<file path="src/rtl/k_aud_cmprs_pkg.sv">
// Shared frame geometry and FSM encoding for the compressor energy path.
// The controller and the band accumulator both import this package.
package k_aud_cmprs_pkg;

    localparam int K_FFT_NUM_PTS = 16;
    localparam int K_NUM_BANDS   = 4;
    localparam int BINS_PER_BAND = K_FFT_NUM_PTS / K_NUM_BANDS;

    // res_cnt must be able to hold the full count, hence the +1.
    localparam int BIN_CNT_W  = $clog2(K_FFT_NUM_PTS);
    localparam int RES_CNT_W  = $clog2(K_FFT_NUM_PTS + 1);
    localparam int BAND_IDX_W = $clog2(K_NUM_BANDS);

    typedef enum logic [1:0] {
        IDLE  = 2'd0,
        FEED  = 2'd1,
        DRAIN = 2'd2,
        EMIT  = 2'd3
    } state_e;

endpackage

</file>
<file path="src/rtl/k_band_accumulator.sv">
// Bank of per-band energy accumulators: clear, add-on-valid at an index,
// and an asynchronous read port selected by band index.
module k_band_accumulator
    import k_aud_cmprs_pkg::*;
#(
    parameter int IN_W  = 40,
    parameter int ACC_W = 42
) (
    input  logic                  clk,
    input  logic                  resetn,
    input  logic                  clr_i,
    input  logic                  add_i,
    input  logic [BAND_IDX_W-1:0] add_idx_i,
    input  logic [IN_W-1:0]       add_val_i,
    input  logic [BAND_IDX_W-1:0] rd_idx_i,
    output logic [ACC_W-1:0]      rd_data_o
);

    logic [ACC_W-1:0] acc_q [K_NUM_BANDS];

    // NOTE: state is updated with non-blocking assignments so every register
    // samples pre-edge values; the bank is reset because band totals are
    // observable outputs and must read as zero straight after reset.
    always_ff @(posedge clk) begin
        if (!resetn || clr_i) begin
            for (int b = 0; b < K_NUM_BANDS; b++) begin
                acc_q[b] <= '0;
            end
        end else if (add_i) begin
            acc_q[add_idx_i] <= acc_q[add_idx_i] + ACC_W'(add_val_i);
        end
    end

    assign rd_data_o = acc_q[rd_idx_i];

endmodule

</file>
<file path="src/rtl/k_energy_frame_ctrl.sv">
// Frame controller: gates one FFT frame into the energy computer, bins the
// returned energies into bands and streams the band totals downstream.
module k_energy_frame_ctrl
    import k_aud_cmprs_pkg::*;
#(
    parameter int IN_WIDTH  = 16,
    parameter int OUT_WIDTH = 40,
    parameter int ACC_WIDTH = OUT_WIDTH + $clog2(BINS_PER_BAND)
) (
    input  logic                    clk,
    input  logic                    resetn,
    input  logic                    enable,
    input  logic [2*IN_WIDTH-1:0]   s_axis_tdata,
    input  logic                    s_axis_tvalid,
    input  logic                    s_axis_tlast,
    output logic                    s_axis_tready,
    output logic [2*IN_WIDTH-1:0]   eng_tdata,
    output logic                    eng_tvalid,
    input  logic                    eng_tready,
    input  logic [OUT_WIDTH-1:0]    eng_energy,
    input  logic                    eng_valid,
    output logic [ACC_WIDTH-1:0]    m_axis_tdata,
    output logic [BAND_IDX_W-1:0]   m_axis_tuser,
    output logic                    m_axis_tlast,
    output logic                    m_axis_tvalid,
    input  logic                    m_axis_tready,
    output logic                    frame_done,
    output logic                    err_tlast
);

    state_e                state_q, state_d;
    logic [BIN_CNT_W-1:0]  bin_cnt_q, bin_cnt_d;
    logic [RES_CNT_W-1:0]  res_cnt_q, res_cnt_d;
    logic [BAND_IDX_W-1:0] band_idx_q, band_idx_d;
    logic                  err_tlast_q, err_tlast_d;
    logic                  frame_done_q, frame_done_d;
    logic                  acc_clr;
    logic [ACC_WIDTH-1:0]  band_total;

    logic in_feed, in_emit, beat_acc, last_bin, capture, res_done, last_band;

    assign in_feed   = (state_q == FEED);
    assign in_emit   = (state_q == EMIT);
    assign beat_acc  = in_feed && s_axis_tvalid && eng_tready;
    assign last_bin  = (bin_cnt_q == BIN_CNT_W'(K_FFT_NUM_PTS - 1));
    assign capture   = eng_valid && (state_q == FEED || state_q == DRAIN);
    assign res_done  = capture && (res_cnt_q == RES_CNT_W'(K_FFT_NUM_PTS - 1));
    assign last_band = (band_idx_q == BAND_IDX_W'(K_NUM_BANDS - 1));

    // NOTE: every always_comb target gets a default first, so no path can
    // leave a signal unassigned and infer a latch.
    always_comb begin
        state_d      = state_q;
        bin_cnt_d    = bin_cnt_q;
        res_cnt_d    = capture ? res_cnt_q + RES_CNT_W'(1) : res_cnt_q;
        band_idx_d   = band_idx_q;
        err_tlast_d  = beat_acc && (s_axis_tlast != last_bin);
        frame_done_d = 1'b0;
        acc_clr      = 1'b0;

        case (state_q)
            IDLE: begin
                bin_cnt_d  = '0;
                res_cnt_d  = '0;
                band_idx_d = '0;
                acc_clr    = 1'b1;
                if (enable) state_d = FEED;
            end
            FEED: begin
                if (beat_acc) begin
                    bin_cnt_d = bin_cnt_q + BIN_CNT_W'(1);
                    // A zero-latency energy source can finish in this same cycle.
                    if (last_bin) state_d = res_done ? EMIT : DRAIN;
                end
            end
            DRAIN: begin
                if (res_done) state_d = EMIT;
            end
            EMIT: begin
                if (m_axis_tready) begin
                    band_idx_d = band_idx_q + BAND_IDX_W'(1);
                    if (last_band) begin
                        state_d      = IDLE;
                        frame_done_d = 1'b1;
                    end
                end
            end
            default: state_d = IDLE;
        endcase
    end

    always_ff @(posedge clk) begin
        if (!resetn) begin
            state_q      <= IDLE;
            bin_cnt_q    <= '0;
            res_cnt_q    <= '0;
            band_idx_q   <= '0;
            err_tlast_q  <= 1'b0;
            frame_done_q <= 1'b0;
        end else begin
            state_q      <= state_d;
            bin_cnt_q    <= bin_cnt_d;
            res_cnt_q    <= res_cnt_d;
            band_idx_q   <= band_idx_d;
            err_tlast_q  <= err_tlast_d;
            frame_done_q <= frame_done_d;
        end
    end

    k_band_accumulator #(
        .IN_W  (OUT_WIDTH),
        .ACC_W (ACC_WIDTH)
    ) u_band_acc (
        .clk       (clk),
        .resetn    (resetn),
        .clr_i     (acc_clr),
        .add_i     (capture),
        .add_idx_i (BAND_IDX_W'(res_cnt_q >> $clog2(BINS_PER_BAND))),
        .add_val_i (eng_energy),
        .rd_idx_i  (band_idx_q),
        .rd_data_o (band_total)
    );

    assign s_axis_tready = in_feed && eng_tready;
    assign eng_tvalid    = in_feed && s_axis_tvalid;
    assign eng_tdata     = in_feed ? s_axis_tdata : '0;

    // Band outputs come straight from registers and only change on handshake.
    assign m_axis_tvalid = in_emit;
    assign m_axis_tdata  = in_emit ? band_total : '0;
    assign m_axis_tuser  = in_emit ? band_idx_q : '0;
    assign m_axis_tlast  = in_emit && last_band;
    assign frame_done    = frame_done_q;
    assign err_tlast     = err_tlast_q;

endmodule

</file>
<file path="config.mk">
export PLATFORM = sky130hd
export DESIGN_NAME = k_energy_frame_ctrl
export DESIGN_NICKNAME = d
export VERILOG_FILES = /design/src/rtl/k_aud_cmprs_pkg.sv /design/src/rtl/k_band_accumulator.sv /design/src/rtl/k_energy_frame_ctrl.sv
export SDC_FILE = /design/constraint.sdc
export NUM_CORES = 1
export LEC_CHECK = 0
export BUFFER_PORTS_ARGS = -buffer_cell sky130_fd_sc_hd__clkbuf_2
export CAP_MARGIN = 15
export CORE_AREA = 2 2 133 231
export CTS_CLUSTER_DIAMETER = 80
export DETAILED_ROUTE_END_ITERATION = 16
export DIE_AREA = 0 0 135 233
export PLACE_DENSITY = 0.59
export SLEW_MARGIN = 40
export SYNTH_ARGS = -nofsm -noshare
export SYNTH_HDL_FRONTEND = slang
export SYNTH_HIERARCHICAL = 1
export SYNTH_SLANG_ARGS = --single-unit
export TNS_END_PERCENT = 1
</file>
<file path="constraint.sdc">
create_clock -name clk -period 7.2 [get_ports clk]
set_input_delay 0.72 -clock clk [delete_from_list [all_inputs] [get_ports clk]]
set_output_delay 0.72 -clock clk [all_outputs]
set_load 0.02 [all_outputs]
</file>
==> Implementation_results.wiki, run 1 <==
{| class="wikitable"
! Metric !! Value
|-
| Worst Path Arrival || 4.41 ns
|-
| Area of the core region || 0.02949 sq mm
|-
| Total congestion overflow || 0
|-
| # port buffers || 161
|-
| Finished Core Util || 45.52%
|-
| Critical Path Start Type || flop
|-
| Worst Reg-to-Reg Cells || 10
|-
| Starting utilization of the core area || 39.58%
|-
| Via count of the first global-routing pass || 8826
|-
| Number of buffers inserted by hold repair at cts || 0
|-
| Max-Slew Margin vs Limit || 44.53%
|-
| Critical path data required time || 7.38 ns
|-
| Total Power || 4.780 mW
|-
| Die area || 0.03146 sq mm
|-
| Number of H-tree levels || 4
|-
| Final number of hold-violating endpoints || 0
|-
| DP Cell Count || 1506
|-
| Leading post-synthesis cells by instance count || sky130_fd_sc_hd__nor2_1, sky130_fd_sc_hd__edfxtp_1, sky130_fd_sc_hd__and2_1
|-
| Final sum of negative setup slack || 0 ns
|-
| Non-filler instance count after layout || 1538
|-
| Worst vdd rail ir drop || 0.1916 mV
|-
| Cell area after technology mapping || 0.01167 sq mm
|-
| Chip Height || 233 um
|-
| Most used flip-flop cell after synthesis || sky130_fd_sc_hd__edfxtp_1
|-
| Number of cells produced by synthesis || 1015
|-
| Reg2Reg Capture Point || u_band_acc/acc_q[0][39]$_SDFFCE_PN0P_
|-
| Post-Syn Area per Cell || 11.50 sq um
|-
| Biggest area consumer among synthesized cells || sky130_fd_sc_hd__edfxtp_1
|-
| Layout cells sized above 1 || 27.51%
|-
| Syn Nets || 1145
|-
| Share of synthesized flip-flops with an asynchronous set or reset || 0%
|-
| MaxCap Viol Count || 0
|-
| Startpoint of the lowest-slack register-to-register path || res_cnt_q[2]$_SDFFE_PP0N_
|-
| Worst Tran Pin Value || 0.8320 ns
|-
| # setup viols final || 0
|-
| N_diodes || 0
|-
| Setup slack, reg-to-reg || 2.96 ns
|-
| Total CTS buffers || 17
|-
| Latest clock arrival within the worst-skew pair || 0.45 ns
|-
| Critical path origin || res_cnt_q[2]$_SDFFE_PP0N_
|-
| Buffer levels on the longest clock path || 2
|-
| Worst hold path type || reg2reg
|-
| Post-synthesis sequential element count || 183
|-
| CTS clock-pin slew for the worst setup and hold paths || 0.07 ns
|-
| Final estimated routing congestion in global placement || 0.8872
|-
| LEAKAGE || 5.458 nW
|-
| Final number of max-transition violations || 0
|-
| Maximum clock frequency || 236.1 MHz
|-
| Category of the most critical setup path || reg2reg
|-
| Status || finished clean
|-
| Crit path capture || u_band_acc/acc_q[0][39]$_SDFFCE_PN0P_
|-
| Post-CTS repair timing setup buffer count || 0
|-
| DR vias || 8549
|-
| Number of distinct library cells after synthesis || 75
|-
| Largest net degree at the start of global routing || 51
|-
| Cell with the most instances after synthesis || sky130_fd_sc_hd__nor2_1
|-
| Share of the synthesized area in the top cell type || 43.22%
|-
| IO Pins || 162
|-
| Count of yosys warnings during synthesis || 6
|-
| Clk root buf || sky130_fd_sc_hd__clkbuf_16
|-
| Post-layout min period || 4.235 ns
|-
| Sequential cell area fraction in the yosys report || 45.79%
|-
| Tcrit/Tclk final || 58.82%
|-
| CTS tree || built
|-
| Net count, final || 1273
|-
| RSZ-0062 raised after global routing || no
|-
| Width of the die || 135 um
|-
| Via density per instance || 5.559
|-
| Iter 0 DRT Violations || 568
|-
| Wire length after detailed routing || 31.66 mm
|-
| Clk sinks || 183
|-
| Routed wire length per instance || 20.59 um
|-
| Post-cts resize count || 0
|-
| Area growth syn-to-layout || 14.99%
|-
| Final HPWL from detailed placement || 21.80 mm
|-
| Clock Skews || 0.008903 ns
|-
| Number of synthesized flops with an enable pin || 168
|-
| Drt drc || 0
|-
| Initial antenna violation count || 1
|-
| Drt pass-1 iters || 5
|-
| Placement Rows || 83
|-
| Total routing resource utilization after global routing || 20.68%
|-
| Cells taking the most area after synthesis || sky130_fd_sc_hd__edfxtp_1, sky130_fd_sc_hd__mux4_2, sky130_fd_sc_hd__nor2_1
|-
| Areal power density over the cells || 356.1 mW/mm^2
|-
| Remaining antenna violation count || 0
|-
| Critical path peak fanout || 38
|-
| Launch point of the worst hold path || res_cnt_q[4]$_SDFFE_PP0N_
|-
| Wire length of the first global-routing pass || 48.31 mm
|-
| Type of element capturing the critical path || flop
|}
cells in the final DEF (no fill, tap or decap), types with 11 or more instances in the layout:
cell and n:
sky130_fd_sc_hd__nor2_1 170, sky130_fd_sc_hd__edfxtp_1 168, sky130_fd_sc_hd__clkbuf_2 161, sky130_fd_sc_hd__and2_1 89
sky130_fd_sc_hd__mux4_2 82, sky130_fd_sc_hd__nand2_1 63, sky130_fd_sc_hd__ha_1 47, sky130_fd_sc_hd__a21oi_1 46
sky130_fd_sc_hd__inv_1 32, sky130_fd_sc_hd__o21ai_0 26, sky130_fd_sc_hd__xor2_1 23, sky130_fd_sc_hd__xnor2_1 18
sky130_fd_sc_hd__clkbuf_16 17, sky130_fd_sc_hd__nor3_1 16, sky130_fd_sc_hd__nand4_1 12, sky130_fd_sc_hd__dfxtp_1 11
sky130_fd_sc_hd__buf_4 11, sky130_fd_sc_hd__a21o_1 11
stage by stage:
step	cell area [sq um]	setup WS [ns]	hold slack (ns)
CTS	13420	2.941	0.4963
detailed placement	12800	2.963	0.4866
floorplan	11670	2.610	0.4714
finish	13420	2.965	0.4950
global route	13420	2.600	0.5409
global placement	12770	2.999	0.4819
worst max-delay path, stage by stage, from the launching register on:
cell	delay [ns]
sky130_fd_sc_hd__dfxtp_4	0.81
sky130_fd_sc_hd__mux4_2	0.61
sky130_fd_sc_hd__ha_1	0.36
sky130_fd_sc_hd__a21oi_1	0.31
sky130_fd_sc_hd__o211ai_1	0.24
sky130_fd_sc_hd__a21oi_4	0.31
sky130_fd_sc_hd__o21ai_1	0.18
sky130_fd_sc_hd__a21oi_2	0.38
sky130_fd_sc_hd__o221ai_1	0.20
sky130_fd_sc_hd__nor3_1	0.42
sky130_fd_sc_hd__nor3_1	0.10
registers in the layout (all words and copies together), names as in the netlist:
name              cells
band_idx_q            2
err_tlast             1
state_q               2
bin_cnt_q             4
u_band_acc/acc_q    168
frame_done            1
res_cnt_q             5
how the worst min path moves through the flow:
stage,end,slack (ns),cells after the start
floorplan,res_cnt_q[4]$_SDFFE_PP0N_,0.47,2
global placement,res_cnt_q[4]$_SDFFE_PP0N_,0.48,2
detailed placement,res_cnt_q[4]$_SDFFE_PP0N_,0.49,2
CTS,res_cnt_q[4]$_SDFFE_PP0N_,0.50,2
global route,res_cnt_q[4]$_SDFFE_PP0N_,0.54,2
finish,res_cnt_q[4]$_SDFFE_PP0N_,0.49,2
layer usage:
| layer | GRT usage, % | vias up | wire (um) |
|---|---|---|---|
| met5 | 0 | - | 0 |
| met4 | 8.984 | 0 | 1084 |
| met3 | 3.399 | 57 | 1577 |
| met2 | 40.04 | 304 | 17640 |
| met1 | 21.51 | 4189 | 11360 |
| li1 | - | 3999 | - |
cells by family after synthesis:
| kind of cell | synth area share, % |
|---|---|
| AO/OA/AOI/OAI | 8.875 |
| XOR/XNOR | 3.076 |
| adder cells (fa/ha/maj) | 5.423 |
| buffers and inverters | 3.644 |
| flip-flops | 45.79 |
| multiplexers | 16.56 |
| AND/OR/NAND/NOR | 16.63 |
layout make-up:
type	count	area [sq um]
multi-input cells	736	5937
clock buffers	18	429.2
repair buffers	173	908.4
well taps	382	478.0
inverters	32	120.1
flip-flops and latches	183	5355
fillers	2815	16070
clock inverters	14	196.4
where the power goes:
part / switching [mW] / internal, mW / leakage, nW
clock: 0.411 / 0.584 / 0.293
combinational: 1.24 / 0.761 / 3.11
sequential: 0.173 / 1.61 / 2.05
total: 1.82 / 2.96 / 5.46
Power figures use the tool's default switching activity.
==> run 2: changes to the inputs <==
--- a/config.mk
+++ b/config.mk
@@ -5,12 +5,13 @@
 export SDC_FILE = /design/constraint.sdc
 export NUM_CORES = 1
 export LEC_CHECK = 0
+export ABC_AREA = 1
 export BUFFER_PORTS_ARGS = -buffer_cell sky130_fd_sc_hd__clkbuf_2
 export CAP_MARGIN = 15
-export CORE_AREA = 2 2 133 231
+export CORE_AREA = 2 2 139 242
 export CTS_CLUSTER_DIAMETER = 80
 export DETAILED_ROUTE_END_ITERATION = 16
-export DIE_AREA = 0 0 135 233
+export DIE_AREA = 0 0 141 244
 export PLACE_DENSITY = 0.59
 export SLEW_MARGIN = 40
 export SYNTH_ARGS = -nofsm -noshare
==> constraint.sdc (replaced) <==
create_clock -name clk -period 4.3 [get_ports clk]
set_input_delay 0.43 -clock clk [delete_from_list [all_inputs] [get_ports clk]]
set_output_delay 0.43 -clock clk [all_outputs]
set_load 0.02 [all_outputs]
==> Implementation_results.wiki, run 2 <==
{| class="wikitable"
! Metric !! Value
|-
| Critical path peak fanout || 26
|-
| CTS clock-pin slew for the worst setup and hold paths || 0.07 ns
|-
| Top reg by flops || u_band_acc/acc_q
|-
| Cell area after placement || 0.01412 sq mm
|-
| Synth Area in Simple Gates || 28.88%
|-
| Final sum of negative setup slack || 0 ns
|-
| Type of element capturing the critical path || flop
|-
| Category of the most critical setup path || reg2reg
|-
| Final number of max-transition violations || 0
|-
| Worst hold endpoint || frame_done$_SDFF_PN0_
|-
| Width of the die || 141 um
|-
| Maximum clock frequency || 277.1 MHz
|-
| Largest net degree at the start of global routing || 58
|-
| Initial antenna violation count || 0
|-
| Number of distinct library cells after synthesis || 43
|-
| Post-CTS repair timing setup buffer count || 0
|-
| RSZ-0062 raised after global routing || no
|-
| Worst Tran Pin Value || 0.7711 ns
|-
| Via density per instance || 5.358
|-
| Wire length of the first global-routing pass || 67.05 mm
|-
| LEAKAGE || 7.198 nW
|-
| Post-Syn Area per Cell || 7.232 sq um
|-
| Drt drc || 0
|-
| Share of the synthesized area in the top cell type || 39.43%
|-
| Final HPWL from detailed placement || 31.99 mm
|-
| Biggest regs || u_band_acc/acc_q: 168 flops, res_cnt_q: 5 flops, bin_cnt_q: 4 flops
|-
| Number of buffers inserted by hold repair at cts || 0
|-
| Wire length on met1 || 16.10 mm
|-
| Net count, final || 2037
|-
| Syn Nets || 1899
|-
| Post-synthesis share of cell area spent on xor and xnor gates || 0.1369%
|-
| Biggest area consumer among synthesized cells || sky130_fd_sc_hd__edfxtp_1
|-
| Areal power density over the cells || 529.6 mW/mm^2
|-
| Finished Core Util || 45.65%
|-
| # port buffers || 161
|-
| Die area || 0.03440 sq mm
|-
| Met2 Wirelength || 23.15 mm
|-
| Leading post-synthesis cells by instance count || sky130_fd_sc_hd__nand2_1, sky130_fd_sc_hd__nor2_1, sky130_fd_sc_hd__inv_1
|-
| Max-Slew Margin vs Limit || 48.54%
|-
| Critical Path Start Type || flop
|-
| Routed wire length per instance || 18.83 um
|-
| Most used flip-flop cell after synthesis || sky130_fd_sc_hd__edfxtp_1
|-
| Number of synthesized flops with an enable pin || 168
|-
| Clock Skews || 0.01413 ns
|-
| Share of synthesized flip-flops with an asynchronous set or reset || 0%
|-
| Worst path setup slack after routing || 0.6915 ns
|-
| Worst slack, placed || 0.7495 ns
|-
| Total routing resource utilization after global routing || 25.49%
|-
| MaxCap Viol Count || 0
|-
| Iter 0 DRT Violations || 965
|-
| Post-cts resize count || 0
|-
| Status || finished clean
|-
| Placement Rows || 87
|-
| Chip Height || 244 um
|-
| Layout cells sized above 1 || 15.36%
|-
| Cells taking the most area after synthesis || sky130_fd_sc_hd__edfxtp_1, sky130_fd_sc_hd__nand2_1, sky130_fd_sc_hd__nor2_1
|-
| Hold Path Cell Cnt || 3
|-
| # setup viols final || 0
|-
| Final standard cell area without fillers || 0.01476 sq mm
|-
| Cell area after technology mapping || 0.01279 sq mm
|-
| Most common cell after layout, fill and taps aside || sky130_fd_sc_hd__nand2_1
|-
| Top routing layer in use || met4
|-
| Latest clock arrival within the worst-skew pair || 0.46 ns
|-
| Fill cell total of the finished layout || 3321
|-
| Worst Path Arrival || 3.79 ns
|-
| Count of yosys warnings during synthesis || 6
|-
| Commonest non-fill, non-tap cells in the layout || sky130_fd_sc_hd__nand2_1, sky130_fd_sc_hd__nor2_1, sky130_fd_sc_hd__inv_1
|-
| Clk sinks || 183
|-
| Total CTS buffers || 17
|-
| Buffer levels on the longest clock path || 2
|-
| Post-synthesis share of cell area spent on full adders, half adders and majority gates || 4.949%
|-
| Remaining antenna violation count || 0
|-
| IO Pins || 162
|-
| Drt pass-1 iters || 5
|-
| Tcrit/Tclk final || 83.92%
|-
| DR vias || 12431
|-
| Number of flip-flops under the largest register name || 168
|-
| Hold Slack || 0.2499 ns
|-
| Final number of hold-violating endpoints || 0
|-
| Sequential cell area fraction in the yosys report || 41.78%
|-
| CTS tree || built
|-
| Via count of the first global-routing pass || 12506
|-
| Dominant combinational cell family by area after synthesis || simple AND/OR/NAND/NOR gates
|-
| N_diodes || 0
|-
| Final estimated routing congestion in global placement || 0.9609
|-
| Reg2Reg Capture Point || u_band_acc/acc_q[1][38]$_SDFFCE_PN0P_
|-
| Total congestion overflow || 0
|-
| Number of H-tree levels || 4
|-
| Post-layout min period || 3.609 ns
|-
| Multiplexer area fraction after synthesis || 0%
|-
| Area growth syn-to-layout || 15.35%
|-
| Met3 wire length || 2.173 mm
|-
| Share of the synthesized area in compound gates (AO/OA/AOI/OAI) || 14.47%
|-
| Area of the core region || 0.03233 sq mm
|-
| Cell with the most instances after synthesis || sky130_fd_sc_hd__nand2_1
|-
| Setup slack, reg-to-reg || 0.69 ns
|-
| Starting utilization of the core area || 39.57%
|-
| Post-synthesis sequential element count || 183
|-
| Wire length after detailed routing || 43.68 mm
|-
| Clk root buf || sky130_fd_sc_hd__clkbuf_16
|-
| Critical path data required time || 4.48 ns
|-
| Launch point of the worst hold path || m_axis_tready
|-
| Worst vdd rail ir drop || 0.3061 mV
|-
| Worst hold path type || in2reg
|-
| Startpoint of the lowest-slack register-to-register path || res_cnt_q[3]$_SDFFE_PP0N_
|-
| Number of cells produced by synthesis || 1769
|-
| Worst Reg-to-Reg Cells || 14
|}
==> run 2: changes by cell type after synthesis, moves of 82 or more <==
cell | before | now
sky130_fd_sc_hd__nand2_1 | 66 | 386
sky130_fd_sc_hd__inv_1 | 32 | 246
sky130_fd_sc_hd__nor2_1 | 170 | 370
sky130_fd_sc_hd__o21ai_0 | 27 | 177
sky130_fd_sc_hd__and2_1 | 88 | 3
sky130_fd_sc_hd__mux4_2 | 82 | 0
==> run 2: kinds of logic (layout without fill, tap and decap cells) <==
kind of cell	count (synthesis)	after routing
AO/OA/AOI/OAI	328	328
XOR/XNOR	2	2
adder cells (fa/ha/maj)	50	50
buffers and inverters	325	476
flip-flops	183	183
AND/OR/NAND/NOR	881	881
==> run 2: layer usage <==
| metal | track usage, % | up-vias |
|---|---|---|
| met5 | 0 | - |
| met4 | 13.88 | 0 |
| met3 | 3.603 | 125 |
| met2 | 47.82 | 466 |
| met1 | 27.12 | 5814 |
| li1 | - | 6026 |
==> run 2: area by class of cell <==
cell class	instances	area (sq um)	area share (%)
clock buffers	18	429.2	2.908
multi-input cells	1261	6222	42.16
clock inverters	14	205.2	1.390
well taps	400	500.5	3.391
repair buffers	190	1099	7.444
flip-flops and latches	183	5349	36.24
inverters	254	953.4	6.460
==> run 2: metrics by stage <==
stage / power (mW) / cells
after global placement: 6.063 / 2288
after floorplan: 5.064 / 1769
after CTS: 7.836 / 2320
after detailed placement: 6.106 / 2288
after global routing: 8.335 / 2320
final: 7.816 / 2320
==> run 2: worst max-delay path, stage by stage (launching register included) <==
cell and delay (ns):
sky130_fd_sc_hd__dfxtp_1 0.42, sky130_fd_sc_hd__inv_2 0.20, sky130_fd_sc_hd__nor2_8 0.45, sky130_fd_sc_hd__buf_4 0.28
sky130_fd_sc_hd__a22oi_1 0.08, sky130_fd_sc_hd__o21ai_0 0.09, sky130_fd_sc_hd__ha_1 0.33, sky130_fd_sc_hd__a21oi_1 0.24
sky130_fd_sc_hd__o21ai_0 0.24, sky130_fd_sc_hd__a21oi_1 0.38, sky130_fd_sc_hd__nand3_2 0.20, sky130_fd_sc_hd__nand2_1 0.15
sky130_fd_sc_hd__nand3b_1 0.10, sky130_fd_sc_hd__nand3_2 0.11, sky130_fd_sc_hd__nor2_1 0.05
==> run 2: worst max path at each step <==
| stage | start | end | slack [ns] | cells past startpoint |
|---|---|---|---|---|
| detailed placement | res_cnt_q[3]$_SDFFE_PP0N_ | u_band_acc/acc_q[1][38]$_SDFFCE_PN0P_ | 0.75 | 14 |
| floorplan | state_q[0]$_SDFFE_PN0P_ | u_band_acc/acc_q[1][0]$_SDFFCE_PN0P_ | 1.30 | 9 |
| finish | res_cnt_q[3]$_SDFFE_PP0N_ | u_band_acc/acc_q[1][38]$_SDFFCE_PN0P_ | 0.69 | 14 |
| global placement | res_cnt_q[3]$_SDFFE_PP0N_ | u_band_acc/acc_q[0][38]$_SDFFCE_PN0P_ | 0.77 | 14 |
| global route | res_cnt_q[3]$_SDFFE_PP0N_ | u_band_acc/acc_q[2][38]$_SDFFCE_PN0P_ | 0.50 | 14 |
| CTS | res_cnt_q[3]$_SDFFE_PP0N_ | u_band_acc/acc_q[1][38]$_SDFFCE_PN0P_ | 0.73 | 14 |
==> run 2: report_power, final <==
group	leakage, nW	internal, mW	switching [mW]
Sequential	2.03	2.66	0.311
Combinational	4.86	0.950	2.17
Clock	0.305	1.03	0.705
Total	7.20	4.63	3.18
==> run 3: changes to the inputs <==
==> constraint.sdc (replaced) <==
create_clock -name clk -period 3.4 [get_ports clk]
set_input_delay 0.34 -clock clk [delete_from_list [all_inputs] [get_ports clk]]
set_output_delay 0.34 -clock clk [all_outputs]
set_load 0.02 [all_outputs]
==> Implementation_results.wiki, run 3 (synthesized netlist as in run 2, its figures left out) <==
{| class="wikitable"
! Metric !! Value
|-
| Via density per instance || 5.293
|-
| Total congestion overflow || 0
|-
| Final sum of negative setup slack || 0 ns
|-
| Post-cts resize count || 0
|-
| Startpoint of the lowest-slack register-to-register path || res_cnt_q[2]$_SDFFE_PP0N_
|-
| CTS clock-pin slew for the worst setup and hold paths || 0.07 ns
|-
| Drt drc || 0
|-
| Worst hold path type || in2reg
|-
| Layout cells sized above 1 || 16.36%
|-
| Status || finished clean
|-
| Max-Slew Margin vs Limit || 54.30%
|-
| Total routing resource utilization after global routing || 25.60%
|-
| Most common cell after layout, fill and taps aside || sky130_fd_sc_hd__nand2_1
|-
| Type of element capturing the critical path || flop
|-
| Finished Core Util || 46.00%
|-
| Maximum clock frequency || 316.9 MHz
|-
| Critical path peak fanout || 18
|-
| Wire length of the first global-routing pass || 67.28 mm
|-
| Commonest non-fill, non-tap cells in the layout || sky130_fd_sc_hd__nand2_1, sky130_fd_sc_hd__nor2_1, sky130_fd_sc_hd__inv_1
|-
| Launch point of the worst hold path || m_axis_tready
|-
| # setup viols final || 0
|-
| Final number of hold-violating endpoints || 0
|-
| Clk root buf || sky130_fd_sc_hd__clkbuf_16
|-
| Worst vdd rail ir drop || 0.3788 mV
|-
| Iter 0 DRT Violations || 911
|-
| Clock Skews || 0.008402 ns
|-
| Areal power density over the cells || 650.4 mW/mm^2
|-
| Width of the die || 141 um
|-
| Buffer levels on the longest clock path || 2
|-
| # port buffers || 161
|-
| Die area || 0.03440 sq mm
|-
| Area of the core region || 0.03233 sq mm
|-
| Latest clock arrival within the worst-skew pair || 0.46 ns
|-
| IO Pins || 162
|-
| Met2 Wirelength || 23.44 mm
|-
| Clk sinks || 183
|-
| Top routing layer in use || met4
|-
| Remaining antenna violation count || 0
|-
| Drt pass-1 iters || 5
|-
| Post-CTS repair timing setup buffer count || 0
|-
| Critical path origin || res_cnt_q[2]$_SDFFE_PP0N_
|-
| Fill cell total of the finished layout || 3315
|-
| Number of buffers inserted by hold repair at cts || 0
|-
| Wire length after detailed routing || 43.65 mm
|-
| Routed wire length per instance || 18.62 um
|-
| Chip Height || 244 um
|-
| Via count of the first global-routing pass || 12384
|-
| Net count, final || 2061
|-
| DR vias || 12407
|-
| LEAKAGE || 7.285 nW
|-
| Worst Path Arrival || 3.35 ns
|-
| Initial antenna violation count || 0
|-
| Category of the most critical setup path || reg2reg
|-
| RSZ-0062 raised after global routing || no
|-
| Top reg by flops || u_band_acc/acc_q
|-
| Critical path data required time || 3.59 ns
|-
| Area growth syn-to-layout || 16.25%
|-
| CTS tree || built
|-
| MaxCap Viol Count || 0
|-
| Final estimated routing congestion in global placement || 0.9818
|-
| Post-layout min period || 3.155 ns
|-
| Biggest regs || u_band_acc/acc_q: 168 flops, res_cnt_q: 5 flops, bin_cnt_q: 4 flops
|-
| Met3 wire length || 2.011 mm
|-
| Critical Path Start Type || flop
|-
| Tcrit/Tclk final || 92.80%
|-
| Worst Tran Pin Value || 0.6855 ns
|-
| Largest net degree at the start of global routing || 46
|-
| Placement Rows || 87
|-
| Wire length on met1 || 16.09 mm
|-
| Starting utilization of the core area || 39.57%
|-
| Final number of max-transition violations || 0
|-
| Total CTS buffers || 17
|-
| Number of H-tree levels || 4
|-
| Final HPWL from detailed placement || 32.56 mm
|-
| N_diodes || 0
|-
| Number of flip-flops under the largest register name || 168
|}
-- run 3: path summary, 6_finish.rpt --
check / to / slack, ns / cells after the start
worst max-delay path: u_band_acc/acc_q[0][37]$_SDFFCE_PN0P_ / 0.24 / 16
worst min-delay path: frame_done$_SDFF_PN0_ / 0.13 / 3
worst max register to register: u_band_acc/acc_q[0][37]$_SDFFCE_PN0P_ / 0.24 / 16
worst min register to register: bin_cnt_q[1]$_SDFFE_PN0P_ / 0.50 / 2
-- run 3: final cells by class --
class / instances / area, sq um / area share, %
Timing Repair Buffer: 214 / 1329 / 8.934
Multi-Input combinational cell: 1261 / 6220 / 41.82
Tap cell: 400 / 500.5 / 3.365
Clock buffer: 22 / 454.2 / 3.054
Clock inverter: 10 / 68.82 / 0.4627
Sequential cell: 183 / 5348 / 35.96
Inverter: 254 / 953.4 / 6.410
-- run 3: per-stage QoR --
step	instances	hold WS, ns	power (mW)	area, sq um	setup WS [ns]
final	2344	0.1276	9.673	14870	0.2449
after global routing	2344	0.1357	10.34	14870	0.003313
after CTS	2344	0.1109	9.707	14860	0.2371
after detailed placement	2312	0.4943	7.863	14340	0.2565
after global placement	2312	0.4808	7.827	14340	0.2623
after floorplan	1769	0.4594	6.405	12790	0.3998
-- run 3: power breakdown --
part           total [mW]  switching [mW]  internal [mW]
Combinational        4.05            2.74           1.31
Clock                1.84           0.881          0.957
Sequential           3.78           0.424           3.36
-- run 3: routing by layer --
metal / vias to the layer above / GRT usage (%)
met4: 0 / 13.44
met1: 5790 / 27.07
met3: 97 / 2.800
li1: 6073 / -
met2: 447 / 49.08
met5: - / 0
-- run 3: critical path, cell delays in order, from the launching register on --
cell and delay [ns]:
sky130_fd_sc_hd__dfxtp_2 0.43, sky130_fd_sc_hd__inv_1 0.12, sky130_fd_sc_hd__buf_4 0.24, sky130_fd_sc_hd__buf_4 0.21
sky130_fd_sc_hd__o21ai_0 0.15, sky130_fd_sc_hd__o21ai_0 0.14, sky130_fd_sc_hd__ha_1 0.41, sky130_fd_sc_hd__nand2_1 0.11
sky130_fd_sc_hd__nor2_1 0.15, sky130_fd_sc_hd__inv_1 0.08, sky130_fd_sc_hd__nor3_1 0.26, sky130_fd_sc_hd__and2_1 0.17
sky130_fd_sc_hd__nand2_1 0.11, sky130_fd_sc_hd__nand2_1 0.09, sky130_fd_sc_hd__nand2_1 0.06, sky130_fd_sc_hd__nand3_2 0.10
sky130_fd_sc_hd__nor2_1 0.05
